File: src/rtl/data_mem_bridge_if.sv
// Request/response bus between the data-memory bridge and the memory slave.
// The bridge owns the request phase; the slave owns ready and read data.
interface data_mem_bridge_if;
  logic        valid;
  logic        ready;
  logic        we;
  logic [31:0] addr;
  logic [3:0]  be;
  logic [31:0] wdata;
  logic        rvalid;
  logic [31:0] rdata;

  modport master (
    output valid, we, addr, be, wdata,
    input  ready, rvalid, rdata
  );

  modport slave (
    input  valid, we, addr, be, wdata,
    output ready, rvalid, rdata
  );
endinterface

File: src/rtl/data_mem_bridge.sv
// Data-memory bridge: turns the core memory-stage request into one bus
// transaction and freezes the pipeline until it completes or times out.
module data_mem_bridge #(
  parameter int unsigned TIMEOUT = 16
) (
  input  logic        clk,
  input  logic        rst,
  input  logic        mem_req,
  input  logic        mem_we,
  input  logic [31:0] mem_addr,
  input  logic [3:0]  mem_be,
  input  logic [31:0] mem_wdata,
  output logic [31:0] mem_rdata,
  output logic        mem_stall,
  output logic        mem_err,
  data_mem_bridge_if.master bus
);

  typedef enum logic [1:0] {
    IDLE = 2'd0,
    ADDR = 2'd1,
    RESP = 2'd2,
    DONE = 2'd3
  } state_t;

  localparam logic [7:0] TMO_LAST = 8'(TIMEOUT - 1);

  state_t      state;
  state_t      state_nxt;
  logic [7:0]  cnt;
  logic        we_q;
  logic [31:0] addr_q;
  logic [3:0]  be_q;
  logic [31:0] wdata_q;
  logic [31:0] rdata_q;
  logic        err_q;

  logic        start;
  logic        skip;
  logic        hs;
  logic        got;
  logic        busy;
  logic        expire;
  logic        cnt_clr;
  logic        cnt_inc;
  logic        cap_req;
  logic        cap_rd;

  assign start = (state == IDLE) & mem_req
               & (~mem_we | (|mem_be));
  assign skip  = (state == IDLE) & mem_req
               & mem_we & ~(|mem_be);
  assign hs    = (state == ADDR) & bus.ready;
  assign got   = (state == RESP) & bus.rvalid;
  assign busy  = (state == ADDR) | (state == RESP);
  // >= so a read that wins the race at the last ADDR
  // cycle still times out if RESP then stalls.
  assign expire = busy & (cnt >= TMO_LAST)
                & ~hs & ~got;

  always_ff @(posedge clk) begin
    if (rst) begin
      state <= IDLE;
    end else begin
      state <= state_nxt;
    end
  end

  always_comb begin
    state_nxt = state;
    unique case (state)
      IDLE: begin
        if (skip) begin
          state_nxt = DONE;
        end else if (start) begin
          state_nxt = ADDR;
        end
      end
      ADDR: begin
        if (hs) begin
          state_nxt = we_q ? DONE : RESP;
        end else if (expire) begin
          state_nxt = DONE;
        end
      end
      RESP: begin
        if (got || expire) begin
          state_nxt = DONE;
        end
      end
      DONE: begin
        state_nxt = IDLE;
      end
    endcase
  end

  always_comb begin
    mem_stall = 1'b0;
    bus.valid = 1'b0;
    cnt_clr   = 1'b0;
    cnt_inc   = 1'b0;
    cap_req   = 1'b0;
    cap_rd    = 1'b0;
    unique case (state)
      IDLE: begin
        mem_stall = mem_req;
        cnt_clr   = start;
        cap_req   = start;
      end
      ADDR: begin
        mem_stall = 1'b1;
        bus.valid = 1'b1;
        cnt_inc   = 1'b1;
      end
      RESP: begin
        mem_stall = 1'b1;
        cnt_inc   = 1'b1;
        cap_rd    = bus.rvalid;
      end
      DONE: begin
        mem_stall = 1'b0;
      end
    endcase
  end

  always_ff @(posedge clk) begin
    if (rst) begin
      cnt     <= '0;
      we_q    <= 1'b0;
      addr_q  <= '0;
      be_q    <= '0;
      wdata_q <= '0;
      rdata_q <= '0;
      err_q   <= 1'b0;
    end else begin
      unique case (1'b1)
        cnt_clr: cnt <= '0;
        cnt_inc: cnt <= cnt + 8'd1;
        default: cnt <= cnt;
      endcase
      if (cap_req) begin
        we_q    <= mem_we;
        addr_q  <= mem_addr & ~32'd3;
        be_q    <= mem_we ? mem_be : 4'b1111;
        wdata_q <= mem_wdata;
      end
      if (cap_rd) begin
        rdata_q <= bus.rdata;
      end else if (expire) begin
        rdata_q <= '0;
      end
      // Registered so the flag lines up with the DONE cycle.
      err_q <= expire;
    end
  end

  assign bus.we    = we_q;
  assign bus.addr  = addr_q;
  assign bus.be    = be_q;
  assign bus.wdata = wdata_q;
  assign mem_rdata = rdata_q;
  assign mem_err   = err_q;

endmodule

File: src/flat_wrapper.sv
// flat-port wrapper written by rule: the top's interface ports become plain ports
module data_mem_bridge_flat 
#(
  parameter int unsigned TIMEOUT = 16
)
  (clk, rst, mem_req, mem_we, mem_addr, mem_be, mem_wdata, mem_rdata, mem_stall, mem_err, bus_valid, bus_we, bus_addr, bus_be, bus_wdata, bus_ready, bus_rvalid, bus_rdata);
  data_mem_bridge_if bus_i ();
  input  logic clk;
  input  logic rst;
  input  logic mem_req;
  input  logic mem_we;
  input  logic [31:0] mem_addr;
  input  logic [3:0] mem_be;
  input  logic [31:0] mem_wdata;
  output logic [31:0] mem_rdata;
  output logic mem_stall;
  output logic mem_err;
  output wire logic [$bits(bus_i.valid)-1:0] bus_valid;
  output wire logic [$bits(bus_i.we)-1:0] bus_we;
  output wire logic [$bits(bus_i.addr)-1:0] bus_addr;
  output wire logic [$bits(bus_i.be)-1:0] bus_be;
  output wire logic [$bits(bus_i.wdata)-1:0] bus_wdata;
  input wire logic [$bits(bus_i.ready)-1:0] bus_ready;
  input wire logic [$bits(bus_i.rvalid)-1:0] bus_rvalid;
  input wire logic [$bits(bus_i.rdata)-1:0] bus_rdata;
  assign bus_valid = bus_i.valid;
  assign bus_we = bus_i.we;
  assign bus_addr = bus_i.addr;
  assign bus_be = bus_i.be;
  assign bus_wdata = bus_i.wdata;
  assign bus_i.ready = bus_ready;
  assign bus_i.rvalid = bus_rvalid;
  assign bus_i.rdata = bus_rdata;
  data_mem_bridge #(.TIMEOUT(TIMEOUT)) u_core (.clk(clk), .rst(rst), .mem_req(mem_req), .mem_we(mem_we), .mem_addr(mem_addr), .mem_be(mem_be), .mem_wdata(mem_wdata), .mem_rdata(mem_rdata), .mem_stall(mem_stall), .mem_err(mem_err), .bus(bus_i));
endmodule
File: config.mk
export PLATFORM = sky130hd
export DESIGN_NAME = data_mem_bridge_flat
export DESIGN_NICKNAME = d
export VERILOG_FILES = /design/src/rtl/data_mem_bridge_if.sv /design/src/rtl/data_mem_bridge.sv /design/src/flat_wrapper.sv
export SDC_FILE = /design/constraint.sdc
export NUM_CORES = 1
export LEC_CHECK = 0
export CORE_UTILIZATION = 36
export DETAILED_ROUTE_END_ITERATION = 16
export DONT_BUFFER_PORTS = 1
export PLACE_DENSITY_LB_ADDON = 0.05
export SETUP_SLACK_MARGIN = 0.2
export SLEW_MARGIN = 0
export SYNTH_ARGS = -nofsm -noshare
export SYNTH_HDL_FRONTEND = slang
export SYNTH_SLANG_ARGS = --single-unit
File: constraint.sdc
create_clock -name clk -period 2.3 [get_ports clk]
set_input_delay 0.345 -clock clk [delete_from_list [all_inputs] [get_ports clk]]
set_output_delay 0.345 -clock clk [all_outputs]
set_load 0.02 [all_outputs]
==> results of run 1 <==
[worst max-delay path, delay by kind of cell (launching register included)]
family / cells / cell delay [ns]
adder cells (fa/ha/maj): 1 / 0.33
buffers and inverters: 1 / 0.10
AO/OA/AOI/OAI: 3 / 0.74
multiplexers: 1 / 0.35
flip-flops: 1 / 0.35
[power by group through the flow]
stage | Sequential, W | Combinational, W | Clock [W]
after CTS | 0.00259 | 0.00108 | 0.00152
after global routing | 0.00262 | 0.00124 | 0.00158
after floorplan | 0.00258 | 0.000875 | 0
final | 0.00259 | 0.00108 | 0.00143
after detailed placement | 0.00264 | 0.00108 | 0
after global placement | 0.00264 | 0.00105 | 0
[logic make-up (layout without fill, tap and decap cells)]
kind of cell	count (synthesis)	count (layout)	synth area share
buffers and inverters	48	33	0.0526
AO/OA/AOI/OAI	123	123	0.183
multiplexers	1	1	0.00253
adder cells (fa/ha/maj)	5	5	0.0141
AND/OR/NAND/NOR	229	229	0.249
XOR/XNOR	1	1	0.00197
flip-flops	110	110	0.495
other	1	2	0.000843
[registers in the layout, indices dropped and copies added (netlist names)]
| signal | flops |
|---|---|
| u_core.mem_err | 1 |
| u_core.bus.we | 1 |
| u_core.bus.wdata | 32 |
| u_core.state | 2 |
| u_core.bus.be | 4 |
| u_core.bus.addr | 30 |
| u_core.mem_rdata | 32 |
| u_core.cnt | 8 |
[Yosys cell counts, types with 3 or more instances]
| cell | count | area (um2) |
|---|---|---|
| nand2_1 | 166 | 623 |
| nor2_1 | 9 | 33.8 |
| buf_6 | 3 | 33.8 |
| a21oi_2 | 30 | 263 |
| nand2b_1 | 7 | 43.8 |
| dfxtp_1 | 110 | 2200 |
| a311oi_1 | 6 | 52.6 |
| inv_1 | 8 | 30.0 |
| buf_2 | 7 | 35.0 |
| clkbuf_1 | 23 | 86.3 |
| ha_1 | 5 | 62.6 |
| o22ai_1 | 3 | 18.8 |
| buf_4 | 6 | 45.0 |
| nand3_2 | 30 | 300 |
| nand3_1 | 4 | 20.0 |
| a21oi_1 | 71 | 355 |
[layer usage]
metal | track usage | share of wire | wire length (um) | vias to the layer above
li1 | - | - | - | 1673
met1 | 0.188 | 0.43 | 4380 | 1548
met2 | 0.247 | 0.44 | 4550 | 139
met3 | 0.0771 | 0.11 | 1150 | 12
met4 | 0.0658 | 0.014 | 145 | 0
met5 | 0 | 0 | 0 | -
[final timing paths]
path	startpoint	endpoint	cells past startpoint	slack [ns]
max	u_core.state[1]	u_core.state[1]	6	0.32
min	rst	u_core.bus.addr[22]	1	0.06
max reg2reg	u_core.state[1]	u_core.state[1]	6	0.32
min reg2reg	u_core.cnt[7]	u_core.cnt[7]	2	0.52
[area by class of cell]
cell class	instances	area (um2)
well taps	147	184
flip-flops and latches	110	2200
clock inverters	4	22.5
fillers	1271	7180
repair buffers	9	105
inverters	8	30.0
clock buffers	12	246
multi-input cells	361	2040
[per-stage QoR]
step,cell area (um2),setup slack (ns),util,std cells,power (W)
final,4830,0.316,0.402,651,0.00511
after global routing,4830,0.226,0.402,651,0.00544
after CTS,4820,0.310,0.401,651,0.00519
after floorplan,4450,0.418,-,519,0.00346
after detailed placement,4550,0.310,0.379,635,0.00371
after global placement,4550,0.316,0.379,635,0.00369
==> impl_metrics.ini, run 1 <==
[setup_path]
path_cells = inv_1 > ha_1 > a21boi_1 > o211ai_2 > a21oi_1 > mux2_1
path_class = reg -> reg
path_max_fanout = 4
cp_slowest_cell = dfxtp_2
crit_arrival_ns = 2.22
cp_data_required_time_ns = 2.53
startpoint_type = flop
max_stage_delay_ns = 0.35
worstSetupEndpointType = flop

[clock_network]
clockBufferDepth = 2
clk_pin_slew_ns = 0.07
cts-buffers-inserted = 9
clock_latency_ns = 0.35
cts-resized-gates = 0
h-tree-depth = 3
cts_tree = built
clkSinkCount = 110
cts_root_buffer = clkbuf_16
postCtsHoldBufs = 0
postCtsSetupRepairBufs = 0

[run_status]
outcome = finished clean

[global_routing]
grt_usage = 0.159
grt_pass1_wl_um = 16000
grt.overflow.total = 0
grt_max_degree = 114
antenna_found_initial = 0
grt_pass1_vias = 3180

[finish]
syn2layout_area_growth_pct = 8.64
mostFrequentLayoutCells = nand2_1, dfxtp_1, a21oi_1
insertedDiodeCount = 0
fin_nets = 610
final_common_cell = nand2_1
final_layout_size_suffix_gt1_frac = 0.187

[routing]
via_per_inst = 5.18
vias = 3372
initialDrtViolationCount = 137
ant_nets = 0
first_pass_iters = 4
totalWireLength_um = 10200
drc_errors = 0
wire_per_inst_um = 15.7

[sta]
hold_viol_final = 0
setup_tns_ns = 0
hold-worst-slack_ns = 0.0615
maxSlewHeadroom = 0.649
fin_skew_ns = 0.00688
rsz0062_at_grt = no
period_share = 0.863
fin_crit_ns = 1.98
fmax_ghz = 0.504
max_slew.worst_pin.slew_ns = 0.527
drv_slew = 0
setup_viol = 0

[power_and_ir_drop]
p_sw_w = 0.00179
power_frac_comb = 0.211
total_leakage_power_nw = 1.60
p_clk_frac = 0.281
p_int_w = 0.00332
p_seq_frac = 0.508
worst_ir_drop_vdd_mv = 0.590
sw_frac_of_total = 0.350
p_per_area_nw_per_um2 = 1060

[logic_synthesis]
netlist_instances = 518
yosys_warnings = 0
synth_area_um2 = 4450
synth_edf_count = 0
async_flop_share = 0
yosys_register_bits = 110
postSynthAreaPerCell_um2 = 8.58
synth_flop_cell = dfxtp_1
seq_area_frac_synth = 0.495
ys_types = 41

[floorplan]
dieArea_um2 = 12800
die_w_um = 113
die_y_um = 113
start_util = 0.370
rows = 40
core_um2 = 12000
ios = 210

[placed_design]
gp_congestion = 0.738
io_buffers = 0
dp_hpwl_um = 6730

[min_path]
min_path_type = in -> reg

[run]
maxCapViolCount = 0
Power figures use the tool's default switching activity.
==> inputs of run 2 (changes only) <==
--- a/config.mk
+++ b/config.mk
@@ -6,11 +6,11 @@
 export NUM_CORES = 1
 export LEC_CHECK = 0
 export CORE_UTILIZATION = 36
+export CTS_BUF_LIST = sky130_fd_sc_hd__clkbuf_4 sky130_fd_sc_hd__clkbuf_8 sky130_fd_sc_hd__clkbuf_16
 export DETAILED_ROUTE_END_ITERATION = 16
 export DONT_BUFFER_PORTS = 1
 export PLACE_DENSITY_LB_ADDON = 0.05
 export SETUP_SLACK_MARGIN = 0.2
-export SLEW_MARGIN = 0
 export SYNTH_ARGS = -nofsm -noshare
 export SYNTH_HDL_FRONTEND = slang
 export SYNTH_SLANG_ARGS = --single-unit
==> run 2 against run 1 <==
Sequential share of layout area down 0.071 points. Global-route usage is the same. Critical endpoint unchanged. Largest power group unchanged. Core utilization rose by 0.063 points. Highest routed layer unchanged. Largest cell class unchanged.
==> impl_metrics.ini, run 2 (synthesized netlist as in run 1, its figures left out) <==
[floorplan]
dieArea_um2 = 12800
die_w_um = 113
rows = 40
start_util = 0.370
die_y_um = 113
core_um2 = 12000
ios = 210

[global_routing]
met1_usage = 0.188
grt_usage = 0.159
top_usage_layer = met2
met2_usage = 0.247
grt_pass1_wl_um = 16000
grt_pass1_vias = 3180
antenna_found_initial = 0
use_met3 = 0.0771
grt_max_degree = 114
grt.overflow.total = 0

[placed_design]
place_inst = 635
gp_congestion = 0.738
dp_hpwl_um = 6730
placed_area_um2 = 4550
io_buffers = 0
pre_cts_slack_ns = 0.310

[clock_network]
clockBufferDepth = 2
clk_pin_slew_ns = 0.07
clock_latency_ns = 0.35
cts-buffers-inserted = 9
cts_root_buffer = clkbuf_16
h-tree-depth = 3
clkSinkCount = 110
cts_tree = built

[sta]
setup_tns_ns = 0
rsz0062_at_grt = no
fmax_ghz = 0.504
fin_crit_ns = 1.98
setup_slack_ns = 0.316
setup_viol = 0
period_share = 0.863
maxSlewHeadroom = 0.649
max_slew.worst_pin.slew_ns = 0.527
hold_viol_final = 0
drv_slew = 0
fin_skew_ns = 0.00693

[finish]
final_common_cell = nand2_1
insertedDiodeCount = 0
syn2layout_area_growth_pct = 8.81
stdcell_area_um2 = 4840
stdcell_count = 651
mostFrequentLayoutCells = nand2_1, dfxtp_1, a21oi_1
final_layout_size_suffix_gt1_frac = 0.190
fin_nets = 610

[routing]
wire_per_inst_um = 15.7
ant_nets = 0
drc_errors = 0
via_per_inst = 5.18
first_pass_iters = 4
vias = 3370
initialDrtViolationCount = 137
totalWireLength_um = 10200

[setup_path]
cp_data_required_time_ns = 2.53
reg2reg_slack_ns = 0.32
reg2reg_to = u_core.state[1]
rr_startpoint = u_core.state[1]
crit_path_start = u_core.state[1]
path_cells = inv_1 > ha_1 > a21boi_1 > o211ai_2 > a21oi_1 > mux2_1
crit_arrival_ns = 2.22
path_class = reg -> reg
cp_slowest_cell = dfxtp_2
worstSetupEndpointType = flop
r2r_cells = 6
path_max_fanout = 4
startpoint_type = flop
max_stage_delay_ns = 0.35

[power_and_ir_drop]
power_frac_comb = 0.210
total_leakage_power_nw = 1.61
finalPower_w = 0.00513
p_int_w = 0.00334
p_seq_frac = 0.505
sw_frac_of_total = 0.348
p_sw_w = 0.00179
p_per_area_nw_per_um2 = 1060
worst_ir_drop_vdd_mv = 0.590
p_clk_frac = 0.284

[run_status]
outcome = finished clean

[min_path]
min_from = rst
hold_path_depth = 1
min_path_type = in -> reg
min_to = u_core.bus.addr[22]

[run]
maxCapViolCount = 0
==> run 2: how the worst max path moves through the flow <==
stage / cells after the start / slack, ns / endpoint
floorplan: 6 / 0.42 / u_core.state[1]
global placement: 7 / 0.32 / u_core.cnt[7]
detailed placement: 7 / 0.31 / u_core.cnt[7]
CTS: 7 / 0.31 / u_core.cnt[7]
global route: 6 / 0.23 / u_core.state[1]
finish: 6 / 0.32 / u_core.state[1]
==> run 2: critical path: cells and delay by family, from the launching register on <==
| family | cells | cell delay (ns) |
|---|---|---|
| adders and majority gates | 1 | 0.33 |
| buffers and inverters | 1 | 0.10 |
| DFF | 1 | 0.35 |
| AOI/OAI and AO/OA | 3 | 0.74 |
| muxes | 1 | 0.35 |
==> run 2: power groups by stage <==
stage	logic, W	clock network, W	registers, W
6_report	0.00108	0.00146	0.00259
4_1_cts	0.00108	0.00154	0.00259
3_3_place_gp	0.00105	0	0.00264
5_1_grt	0.00124	0.00161	0.00262
2_1_floorplan	0.000875	0	0.00258
3_5_place_dp	0.00108	0	0.00264
==> run 2: area by class of cell <==
cell class / instances / area [um2]
inverters: 8 / 30.0
well taps: 147 / 184
clock inverters: 4 / 22.5
flip-flops and latches: 110 / 2200
repair buffers: 9 / 105
fillers: 1271 / 7170
clock buffers: 12 / 254
multi-input cells: 361 / 2040
==> run 2: through the flow <==
stage               hold slack (ns)  utilization
floorplan                     0.454            -
global placement              0.422        0.379
detailed placement            0.427        0.379
CTS                          0.0413        0.402
global route                 0.0287        0.403
finish                       0.0612        0.403
==> run 2: metal layers <==
metal / vias up / share of wire
met2: 139 / 0.45
met4: 0 / 0.014
met1: 1546 / 0.43
met5: - / 0
li1: 1673 / -
met3: 12 / 0.11
==> run 2: timing repair <==
action	in CTS	in global routing
buffers inserted	0	0
hold buffers	0	0
gates resized for setup	0	3
setup endpoints to repair	0	2
==> inputs of run 3 (changes only) <==
==> constraint.sdc (replaced) <==
create_clock -name clk -period 2.2 [get_ports clk]
set_input_delay 0.33 -clock clk [delete_from_list [all_inputs] [get_ports clk]]
set_output_delay 0.33 -clock clk [all_outputs]
set_load 0.02 [all_outputs]
==> run 3 against run 2 <==
Worst hold slack got worse by 0.017 ns. Die area did not move. Design area is 1.9% higher. Largest cell class unchanged. Critical path type unchanged.
==> impl_metrics.ini, run 3 (synthesized netlist as in run 1, its figures left out) <==
[run_status]
outcome = finished clean

[clock_network]
cts_tree = built
postCtsHoldBufs = 0
clk_pin_slew_ns = 0.07
cts_root_buffer = clkbuf_16
clockBufferDepth = 2
clock_latency_ns = 0.35
h-tree-depth = 3
clkSinkCount = 110
cts-buffers-inserted = 9

[sta]
rsz0062_at_grt = no
hold-worst-slack_ns = 0.0443
hold_viol_final = 0
maxSlewHeadroom = 0.652
drv_slew = 0
fin_skew_ns = 0.00572
fin_crit_ns = 1.86
fmax_ghz = 0.538
setup_viol = 0
max_slew.worst_pin.slew_ns = 0.522
period_share = 0.845
setup_tns_ns = 0

[run]
maxCapViolCount = 0

[setup_path]
cp_slowest_cell = or3_1
cp_data_required_time_ns = 2.48
critPathBufInv = 1
startpoint_type = flop
path_max_fanout = 4
max_stage_delay_ns = 0.42
path_cells = inv_1 > ha_4 > nand4_1 > or3_1 > or2_2 > a21oi_1
path_class = reg -> reg
worstSetupEndpointType = flop
crit_family = simple AND/OR/NAND/NOR gates
crit_arrival_ns = 2.14

[finish]
mostFrequentLayoutCells = nand2_1, dfxtp_1, a21oi_1
fin_nets = 618
syn2layout_area_growth_pct = 10.9
final_core_utilization = 0.410
final_layout_size_suffix_gt1_frac = 0.200
insertedDiodeCount = 0
final_common_cell = nand2_1
stdcell_area_um2 = 4930
stdcell_count = 657

[global_routing]
top_usage_layer = met2
grt.overflow.total = 0
grt_usage = 0.159
grt_pass1_vias = 3191
met2_usage = 0.244
grt_pass1_wl_um = 15900
use_met3 = 0.0675
antenna_found_initial = 0
met1_usage = 0.193
grt_max_degree = 114

[power_and_ir_drop]
p_per_area_nw_per_um2 = 1100
total_leakage_power_nw = 1.66
worst_ir_drop_vdd_mv = 0.344

[routing]
ant_nets = 0
totalWireLength_um = 10300
vias = 3386
wire_per_inst_um = 15.7
via_per_inst = 5.15
initialDrtViolationCount = 159
first_pass_iters = 4
drc_errors = 0

[floorplan]
core_um2 = 12000
die_y_um = 113
die_w_um = 113
start_util = 0.370
ios = 210
rows = 40
dieArea_um2 = 12800

[placed_design]
place_inst = 638
dp_hpwl_um = 6830
io_buffers = 0
placed_area_um2 = 4580
gp_congestion = 0.750

[min_path]
min_path_type = in -> reg
==> run 3: per-layer routing <==
metal	up-vias	part of all wire
li1	1693	-
met2	124	0.44
met1	1557	0.44
met5	-	0
met4	0	0.017
met3	12	0.10
==> run 3: area by class of cell <==
cell class                      instances  area [um2]
Multi-Input combinational cell        361        2040
Fill cell                            1243        7080
Sequential cell                       110        2200
Timing Repair Buffer                   17         190
Clock buffer                           13         274
Tap cell                              147         184
Clock inverter                          1        5.00
Inverter                                8        30.0
==> run 3: repair_timing <==
item                                    CTS  global route
gates resized for setup                   0             3
pin swaps                                 1             0
endpoints found under the setup margin   21             3
buffers inserted                          5             0
==> run 3: path summary, 6_finish.rpt <==
check / from / to / slack, ns / cells after the start
max: u_core.state[0] / u_core.cnt[7] / 0.34 / 6
min: rst / u_core.bus.addr[22] / 0.04 / 1
max reg2reg: u_core.state[0] / u_core.cnt[7] / 0.34 / 6
min reg2reg: u_core.cnt[7] / u_core.cnt[7] / 0.51 / 2
==> run 3: metrics by stage <==
stage | worst slack, ns | power (W)
3_5_place_dp | 0.202 | 0.00394
3_3_place_gp | 0.236 | 0.00390
2_1_floorplan | 0.318 | 0.00362
5_1_grt | 0.229 | 0.00578
4_1_cts | 0.207 | 0.00550
6_report | 0.340 | 0.00545
==> run 3: power by group <==
group	internal [W]	total (W)	switching, W
clock	0.000860	0.00155	0.000690
combinational	0.000465	0.00119	0.000724
sequential	0.00225	0.00271	0.000460
total	0.00357	0.00545	0.00187
